<file path="src/rtl/tone_meter.sv">
// tone_meter: measures the half-period of an incoming square-wave tone in clk cycles,
// locking once successive full periods agree within tolerance.
module tone_meter #(
  parameter int WIDTH      = 17,
  parameter int TOL        = 4,
  parameter int STABLE     = 3,
  parameter int MIN_PERIOD = 8,
  parameter int TIMEOUT    = 65535
) (
  input  logic             clk,
  input  logic             rst_n,
  input  logic             tone,
  output logic [WIDTH-1:0] div,
  output logic             valid,
  output logic             silent,
  output logic             note_strobe
);
  localparam int CW = WIDTH + 1;
  localparam int MW = $clog2(STABLE + 1);
  typedef enum logic [1:0] {IDLE, ACQUIRE, LOCKED} state_t;
  state_t state_q, state_d;
  logic s1_q, s2_q, s3_q, rise, timeout, match;
  logic [CW-1:0] cnt_q, cnt_d, ref_q, ref_d, per, diff;
  logic have_ref_q, have_ref_d;
  logic [MW-1:0] mcnt_q, mcnt_d;
  logic [WIDTH-1:0] div_q, div_d;
  logic valid_q, silent_q, strobe_q;
  assign rise    = s2_q & ~s3_q;
  assign per     = cnt_q + 1'b1;
  assign timeout = cnt_q == CW'(TIMEOUT);
  assign diff    = per > ref_q ? per - ref_q : ref_q - per;
  assign match   = per >= CW'(MIN_PERIOD) && diff <= CW'(TOL);
  always_comb begin
    state_d    = state_q;
    ref_d      = ref_q;
    have_ref_d = have_ref_q;
    mcnt_d     = mcnt_q;
    div_d      = div_q;
    cnt_d      = rise ? '0 : timeout ? cnt_q : cnt_q + 1'b1;
    if (rise) begin
      case (state_q)
        IDLE: begin
          state_d    = ACQUIRE;
          have_ref_d = 1'b0;
          mcnt_d     = '0;
        end
        ACQUIRE: begin
          ref_d      = per;
          have_ref_d = 1'b1;
          mcnt_d     = (have_ref_q && match) ? mcnt_q + 1'b1 : '0;
          if (mcnt_d == MW'(STABLE)) begin
            state_d = LOCKED;
            div_d   = WIDTH'((per + 1'b1) >> 1);
          end
        end
        default: if (!match) begin
          // lock is held without drift tracking; any outlier restarts acquisition
          state_d    = ACQUIRE;
          ref_d      = per;
          have_ref_d = 1'b1;
          mcnt_d     = '0;
          div_d      = '0;
        end
      endcase
    end else if (timeout && state_q != IDLE) begin
      state_d = IDLE;
      div_d   = '0;
    end
  end
  always_ff @(posedge clk or negedge rst_n) begin
    if (!rst_n) begin
      s1_q       <= 1'b0;
      s2_q       <= 1'b0;
      s3_q       <= 1'b0;
      state_q    <= IDLE;
      cnt_q      <= '0;
      ref_q      <= '0;
      have_ref_q <= 1'b0;
      mcnt_q     <= '0;
      div_q      <= '0;
      valid_q    <= 1'b0;
      silent_q   <= 1'b1;
      strobe_q   <= 1'b0;
    end else begin
      s1_q       <= tone;
      s2_q       <= s1_q;
      s3_q       <= s2_q;
      state_q    <= state_d;
      cnt_q      <= cnt_d;
      ref_q      <= ref_d;
      have_ref_q <= have_ref_d;
      mcnt_q     <= mcnt_d;
      div_q      <= div_d;
      valid_q    <= state_d == LOCKED;
      silent_q   <= state_d == IDLE;
      strobe_q   <= state_d == LOCKED && state_q != LOCKED;
    end
  end
  assign div         = div_q;
  assign valid       = valid_q;
  assign silent      = silent_q;
  assign note_strobe = strobe_q;
endmodule

</file>
<file path="config.mk">
export PLATFORM = sky130hd
export DESIGN_NAME = tone_meter
export DESIGN_NICKNAME = d
export VERILOG_FILES = /design/src/rtl/tone_meter.sv
export SDC_FILE = /design/constraint.sdc
export NUM_CORES = 1
export LEC_CHECK = 0
export CORE_MARGIN = 2
export CORE_UTILIZATION = 35
export CTS_BUF_LIST = sky130_fd_sc_hd__clkbuf_16
export CTS_CLUSTER_DIAMETER = 120
export DETAILED_ROUTE_END_ITERATION = 6
export MAX_ROUTING_LAYER = met4
export SETUP_SLACK_MARGIN = 0.1
export SYNTH_ARGS = -nofsm -noshare
export SYNTH_HDL_FRONTEND = slang
export SYNTH_SLANG_ARGS = --single-unit
</file>
<file path="constraint.sdc">
create_clock -name clk -period 12.1 [get_ports clk]
set_input_delay 2.42 -clock clk [delete_from_list [all_inputs] [get_ports clk]]
set_output_delay 2.42 -clock clk [all_outputs]
set_load 0.01 [all_outputs]
</file>
Word-level counts from Yosys, hierarchy flattened
Index checks and enable logic that the tools add are counted.
- flip-flop bits (word level): 64
- bits in latches: 0
- RAM bits: 0
- bits in read-only memories: 0
- bits of input ports: 3
- output and inout port bits: 20
- memories kept: 0
- $add $sub $neg: 5
- multipliers: 0
- div/mod/pow operators: 0
- $lt $le $gt $ge: 3
- equal/unequal tests: 11
- shift operators: 0
- mux-type cells: 20
- bitwise gates (word level): 3
- reductions and logical operators: 11
- operators by type and width (operator ; count):
    $mux 18 ; 4
    $mux 17 ; 4
    $add 18x1->18 const B ; 2
    $pmux 18 s2 ; 1
    $sub 18x18->18 ; 2
    $pmux 17 s2 ; 1
    $eq 18x16->1 const B ; 1
    $ge 18x4->1 const B ; 1
    $gt 18x18->1 ; 1
    $le 18x3->1 const B ; 1
    $mux 2 ; 6
    $pmux 2 s2 ; 2
    $ne 2x2->1 const B ; 3
    $eq 2x2->1 const B ; 2
    $logic_and 1x1->1 ; 4
    $logic_not 2->1 ; 2
    $reduce_and 4->1 ; 1
    $reduce_bool 2->1 ; 2
    $ne 3x1->1 const B ; 1
    $ne 3x2->1 const B ; 1
    $ne 3x3->1 const B ; 1
    $reduce_and 3->1 ; 1
    $add 2x1->2 const B ; 1
    $eq 2x1->1 const B ; 1
    other kinds (6) ; 7

Depth between registers and ports, before layout
Gate-level depths: netlist of the first run.
- depth after elaboration: 13
- mapped depth: 21
- depth with buffers taken out: 18

Worst setup path before layout of the first run
Ideal clock, no wire load.
- path kind: reg2reg
- start: register cnt_q[2]
- end: register div_q[10] (netlist: div[10])
- setup time: 0.125 ns
- arrival time: 4.337 ns
- data required time: 11.975 ns
- path slack: 7.638 ns
- stages on the path, launching flop included: 21
- buffers on the path: 4
- period minus slack after synthesis: 4.462 ns
- cell sequence: dfrtp_1 -> ha_1 -> and4_1 -> clkbuf_1 -> nand2_1 -> xnor2_1 -> ha_1 -> buf_2 -> a21oi_1 -> o21ai_0 -> a221o_1 -> a31oi_4 -> or2_1 -> buf_4 -> mux2i_1 -> xnor2_1 -> nand4b_1 -> nor4_2 -> nand3b_4 -> buf_12 -> mux2_4
- word-level cells in the longest chain between the ends: 10
- elaborated cells on any way between the ends: 21
- classes of those cells: 4 x add/sub; 3 x order compare; 4 x eq/ne; 5 x mux; 5 x reduce/logical
- RTL lines (what ; RTL line ; text):
    start: declaration ; 23 ; logic [CW-1:0] cnt_q, cnt_d, ref_q, ref_d, per, diff;
    start signal: assignment ; 89 ; cnt_q <= cnt_d;
    $add 18x1->18 (*) ; 29 ; assign per = cnt_q + 1'b1;
    net per[11] ; 23 ;
    $sub 18x18->18 / $gt 18x18->1 (equally long branches) ; 31 ; assign diff = per > ref_q ? per - ref_q : ref_q - per;
    $mux 18 ; 31 ;
    $le 18x3->1 ; 32 ; assign match = per >= CW'(MIN_PERIOD) && diff <= CW'(TOL);
    $logic_and 1x1->1 ; 32 ;
    $logic_and 1x1->1 ; 50 ; mcnt_d = (have_ref_q && match) ? mcnt_q + 1'b1 : '0;
    $mux 2 ; 50 ;
    $eq 2x2->1 ; 51 ; if (mcnt_d == MW'(STABLE)) begin
    $ne 3x3->1 (no source line) ; n/a ;
    $reduce_and 4->1 (no source line) ; n/a ;
    end signal: assignment ; 93 ; div_q <= div_d;
    end: declaration ; 26 ; logic [WIDTH-1:0] div_q, div_d;
Mark *: on every way through the listed nets, which the timed path passes. The rest lies on a longest branch. The select of a mux whose other input is x is not followed.
A chain may end at the register's enable or synchronous reset.

Worst setup path after layout of the first run
- start: register cnt_q[0]
- end: register div_q[2] (netlist: div[2])
- word-level cells in the longest chain between the ends: 10
- elaborated cells on any way between the ends: 21
- classes of those cells: 4 x add/sub; 3 x order compare; 4 x eq/ne; 5 x mux; 5 x reduce/logical
- RTL lines (what ; RTL line):
    $add 18x1->18 (*) ; 29
    net per[6] ; 23
    $sub 18x18->18 / $gt 18x18->1 (equally long branches) ; 31
    $mux 18 ; 31
    $le 18x3->1 ; 32
    $logic_and 1x1->1 (*) ; 32
    $logic_and 1x1->1 ; 50
    $mux 2 ; 50
    $eq 2x2->1 ; 51
    $ne 3x3->1 (no source line) ; n/a
    $reduce_and 4->1 (no source line) (*) ; n/a
Marks and branches as above.

==> run metrics, run 1 <==
P&R area growth vs syn 10.42%; total grt overflow 0; Final setup viols 0; CP arrival 5.53 ns; count leader, synth dfrtp_1; hold wc startpoint s1_q; largest net degree at the start of global routing 65; R2R setup slack 6.79 ns; drt drc 0; Worst Setup Start Kind register; Final ANT Viol Nets 0; Clock Skews 0.01009 ns; clock network power share a little over a fifth; RSZ-0062 raised after global routing false; normalized max-slew margin 28.84%; met3 wire len around 560 um; initial antenna violation count 0; status completed; die area 0.01613 mm^2; sequential share of the synthesized area a little under a third; Hold Crit Class register to register; power per standard cell area 197.9 mW/mm^2; Worst Hold Path Cells 0; Reg-to-Reg Start cnt_q[0]; Nets 647; pre-CTS WS 6.853 ns; Clk pin slew, worst setup/hold paths 0.06 ns; vias in the first global route 4,399; #FFs+latches synth 64; VDD IR max 0.1010 mV; Sw Pwr between 500 and 600 uW; Data required, critical path 12.33 ns; # rows 44; Pint 635.8 uW; die width 127.0 um; Max H-tree Level 3; post-synth top area share 29.77%; Mapped Cells 599; CTS Root Buffer Type clkbuf_16; Synth cell types 78; Final Wtd Congestion between 1 and 1.5; Post-CTS Setup Inserts 0; fraction of layout cells with a size suffix above 1 between 10% and 20%; CTS tree yes; Post-Syn Area 0.005296 mm^2; Die Y 127.0 um; # clock sinks 64; Leakage ~0.0026 uW; Sw Share a little under half; Final Routed Wirelength 14.40 mm; Syn Nets 640; CORE AREA 0.01464 mm^2; async set-reset flop share out of synthesis 100.0%; met1 WL approximately 6.7 mm; Synth area leader dfrtp_1; DR iter-0 viols 480; Synth top cells by count dfrtp_1 (63), nor2_1 (53), a21oi_1 (49), inv_1 (47), nand2_1 (41); worst r2r path cells 16; max-cap violation count 0; crit path from cnt_q[0]; Syn. warnings 0; Post-CTS Resized 0; Synth area leaders dfrtp_1 (30%), ha_1 (9.0%), a21oi_1 (4.6%), xnor2_1 (4.6%), mux2i_1 (4.0%); Tcrit/Tclk final 43.87%; Fin. Hold Viols 0; top_reg_cell synth dfrtp_1; CP endpoint kind register; Final Power around 1200 uW; top layer in use met4; setup TNS 0 ns; Buffers on Ports 22; drt pass-1 iters 5; via/cell ratio 5.647; clock buffer depth 2; Wirelength per Cell 18.11 um; clock latency on the worst-skew pair between 0.3 and 0.4 ns; Pins Over Slew Limit 0; total CTS buffers 9; critical path type register to register; setup slack after layout 6.791 ns; first-pass GRT wire length 23.47 mm; CTS Hold Bufs 0; n_diodes 0; Tightest Pin Transition 1.058 ns; initial core utilization 36.17%; gr usage total 18.99%; DP HPWL 11.18 mm; Fmax 188.4 MHz; Vias roughly 4,500; IO Count 23; Met2 Wirelength 6.812 mm; Final min period 5.309 ns; Post-synth EDFFs 0; Seq pwr share 20.4%; crit-path max FO 17; average size of a mapped cell approximately 8.8 um^2; Comb pwr share 58.8%
-- power groups by stage --
stage	registers (uW)	clock network (uW)	logic [uW]
floorplan	237	0	535
global placement	239	0	664
detailed placement	240	0	662
CTS	236	246	668
global route	238	255	738
finish	237	241	680
-- cell families after synthesis --
family	Yosys count	share of synthesized area, %
compound gates	136	16.84
flops	64	30.26
mux	39	8.576
xor+xnor	42	7.229
fa+ha+maj	38	8.977
buf+inv	76	6.827
simple gates	204	21.29
-- path summary, 6_finish.rpt --
kind	to
setup / recovery	div[2]
hold / removal	s2_q
setup reg to reg	div[2]
hold reg to reg	s2_q
max in group asynchronous	ref_q[12]
min in group asynchronous	mcnt_q[0]
-- placed cells by master, fill, tap and decap left out, drive strengths merged, types with 11 or more instances in the layout --
cell and count:
dfrtp 63, inv 49, o21ai 27, ha 38
a21oi 52, mux2 18, nor3 21, a31oi 11
nand3 14, nor2 53, mux2i 21, nand4 16
clkdlybuf4s50 21, xnor2 28, xor2 14, nand2 42
-- sequential cells by signal, summed over array words and instances (netlist names) --
signal	flops
silent	1
s3_q	1
valid	1
mcnt_q	2
cnt_q	18
state_q	2
have_ref_q	1
s2_q	1
ref_q	18
note_strobe	1
s1_q	1
div	17
-- final cells by class --
type	instances	area, um^2
clock buffers	9	225.2
clock inverters	7	47.55
fillers	1460	8796
inverters	48	180.2
multi-input cells	459	3332
flip-flops and latches	64	1603
well taps	184	230.2
repair buffers	24	230.2
-- routing by layer --
layer	track usage, %	up-vias
met4	6.658	0
met1	24.34	2204
met3	3.350	23
met5	-	-
li1	-	2141
met2	30.39	121
-- per-stage QoR --
stage,utilization [%],hold slack (ns),instance area [um^2],std cells
after floorplan,-,0.3312,5296,599
after global placement,38.07,0.3368,5575,779
after detailed placement,38.07,0.3405,5575,779
after CTS,39.94,0.3532,5848,795
after global routing,39.94,0.3655,5848,795
final,39.94,0.3506,5848,795
-- worst max-delay path, stage by stage (launching register included) --
cell      delay, ns
dfrtp_1        0.55
ha_1           0.28
nand4_1        0.26
o21ai_0        0.29
nand2_1        0.17
ha_1           0.53
nand2_1        0.19
nor2_1         0.33
nand2_1        0.20
o21ai_0        0.54
o22ai_1        0.19
mux2i_1        0.19
xnor2_1        0.22
nand4b_1       0.20
nor4_2         0.29
nand3b_4       0.37
mux2_2         0.37
No activity file was read; power rests on OpenSTA's default activity.
==> run 2, diff against run 1 <==
Clock period 12.1 ns to 4.81 ns, I/O delays scaled along.
==> run metrics, run 2 (synthesis results as in run 1) <==
status completed; post-route design area 0.006960 mm^2 (+19%); Clk pin slew, worst setup/hold paths 0.05 ns (about the same); CP endpoint kind register; RSZ-0062 raised after global routing true; Final setup viols 0 (unchanged); Final ANT Viol Nets 0 (unchanged); Final Routed Wirelength 16.18 mm (+12%); Final min period 4.672 ns (-0.6371 ns); Met2 Wirelength 7.849 mm (+15%); total grt overflow 0 (unchanged); Final Power 3476 uW (+200%); met1 WL 7.197 mm (+7.3%); clock buffer depth 2 (unchanged); Clock Skews 0.006967 ns (-0.003122 ns); met3 wire len 672 um (+21%); die area 0.01613 mm^2 (unchanged); CTS Root Buffer Type clkbuf_16; gr usage total 20.82% (+1.8 points); initial core utilization 36.17% (unchanged); Hold Crit Class register to register; DR iter-0 viols 409 (-15%); via/cell ratio 5.521 (-2.2%); CORE AREA 0.01464 mm^2 (unchanged); Tcrit/Tclk final 97.13% (+53 points); top layer in use met4; vias in the first global route 4,876 (+11%); die width 127.0 um (unchanged); drt pass-1 iters 6 (+1); CTS Hold Bufs 0 (unchanged); CTS tree yes; Worst Setup Start Kind register; power per standard cell area 499.4 mW/mm^2 (+150%); fraction of layout cells with a size suffix above 1 29.32% (+19 points); IO Count 23 (unchanged); Nets 725 (+12%); critical path type register to register; commonest non-fill, non-tap cells in the layout buf_4 (75), dfrtp_1 (60), nor2_1 (51), inv_1 (47), a21oi_1 (43); max-cap violation count 0 (unchanged); Fin. Hold Viols 0 (unchanged); Die Y 127.0 um (unchanged); Vias 4,820 (+7.4%); clock latency on the worst-skew pair 0.34 ns (about the same); Fmax 214.1 MHz (+14%); n_diodes 0 (unchanged); total CTS buffers 9 (unchanged); Max H-tree Level 3 (unchanged); largest net degree at the start of global routing 65 (unchanged); Tightest Pin Transition 1.047 ns (-0.01086 ns); # clock sinks 64 (unchanged); crit-path max FO 7 (-10); normalized max-slew margin 29.57% (+0.73 points); VDD IR max 0.2251 mV (+120%); P&R area growth vs syn 31.42%; Fill cells 1,345 (-7.9%); dpl cell area 0.006048 mm^2 (+8.5%); Data required, critical path 5.03 ns (-7.30 ns); CP arrival 4.89 ns (-0.64 ns); # rows 44 (unchanged); Buffers on Ports 22 (unchanged); Final Wtd Congestion 0.9817 (-4.2%); DP HPWL 12.29 mm (+9.9%); Wirelength per Cell 18.54 um (+2.3%); Pins Over Slew Limit 0 (unchanged); Leakage 0.003105 uW (+20%); first-pass GRT wire length 25.85 mm (+10%); initial antenna violation count 0 (unchanged); commonest non-fill, non-tap cell in the layout buf_4; drt drc 0 (unchanged)
-- run 2: cell type report --
| class | instances | area, um^2 | share of cell area (%) |
|---|---|---|---|
| well taps | 184 | 230.2 | 3.308 |
| inverters | 48 | 180.2 | 2.589 |
| multi-input cells | 459 | 3764 | 54.07 |
| clock buffers | 9 | 225.2 | 3.236 |
| flip-flops and latches | 64 | 1607 | 23.08 |
| clock inverters | 7 | 80.08 | 1.150 |
| repair buffers | 102 | 874.6 | 12.57 |
-- run 2: what timing repair did --
action | CTS | global route
cloned | 0 | 1
resized for setup | 10 | 83
setup endpoints to repair | 20 | 25
hold endpoints to repair | 0 | 0
setup buffers | 1 | 18
pin swaps | 3 | 23
-- run 2: power breakdown --
group | internal [uW] | switching, uW
Clock | 445 | 245
Sequential | 567 | 25.4
Combinational | 981 | 1210
-- run 2: worst paths after layout --
path | cells after the start | from | end | slack (ns)
setup / recovery | 20 | cnt_q[0] | div[4] | 0.14
hold / removal | 0 | s1_q | s2_q | 0.35
hold reg to reg | 0 | s1_q | s2_q | 0.35
min in group asynchronous | 2 | rst_n | s2_q | 0.80
max in group asynchronous | 2 | rst_n | cnt_q[9] | 3.41
setup reg to reg | 20 | cnt_q[0] | div[4] | 0.14
-- run 2: through the flow --
step | cells | utilization, % | hold WS (ns) | TNS [ns] | setup slack (ns)
after floorplan | 599 | - | 0.3312 | 0 | 0.3479
after global placement | 837 | 41.30 | 0.3383 | 0 | 0.006487
after detailed placement | 837 | 41.30 | 0.3402 | -2.354 | -0.1476
after CTS | 854 | 43.71 | 0.3530 | 0 | 0.1327
after global routing | 873 | 47.53 | 0.3655 | -0.3556 | -0.04215
final | 873 | 47.53 | 0.3495 | 0 | 0.1383
-- run 2: critical path, cell delays in order, from the launching register on --
cell and delay, ns:
dfrtp_1 0.40, ha_2 0.20, buf_4 0.12, and4_4 0.23, nand4_1 0.16, xnor2_2 0.22
buf_4 0.16, ha_4 0.30, and2_4 0.17, and3_4 0.22, nand2_4 0.07, nor4_4 0.32
buf_4 0.17, nor2_1 0.07, a211o_1 0.33, o22ai_4 0.19, nand4b_1 0.22, nor4_4 0.28
nand3b_4 0.24, buf_12 0.14, mux2_2 0.33
-- run 2: metal layers --
metal,vias to the layer above,global-route usage (%)
li1,2291,-
met1,2371,26.55
met2,127,33.55
met3,31,4.062
met4,0,6.593
met5,-,-
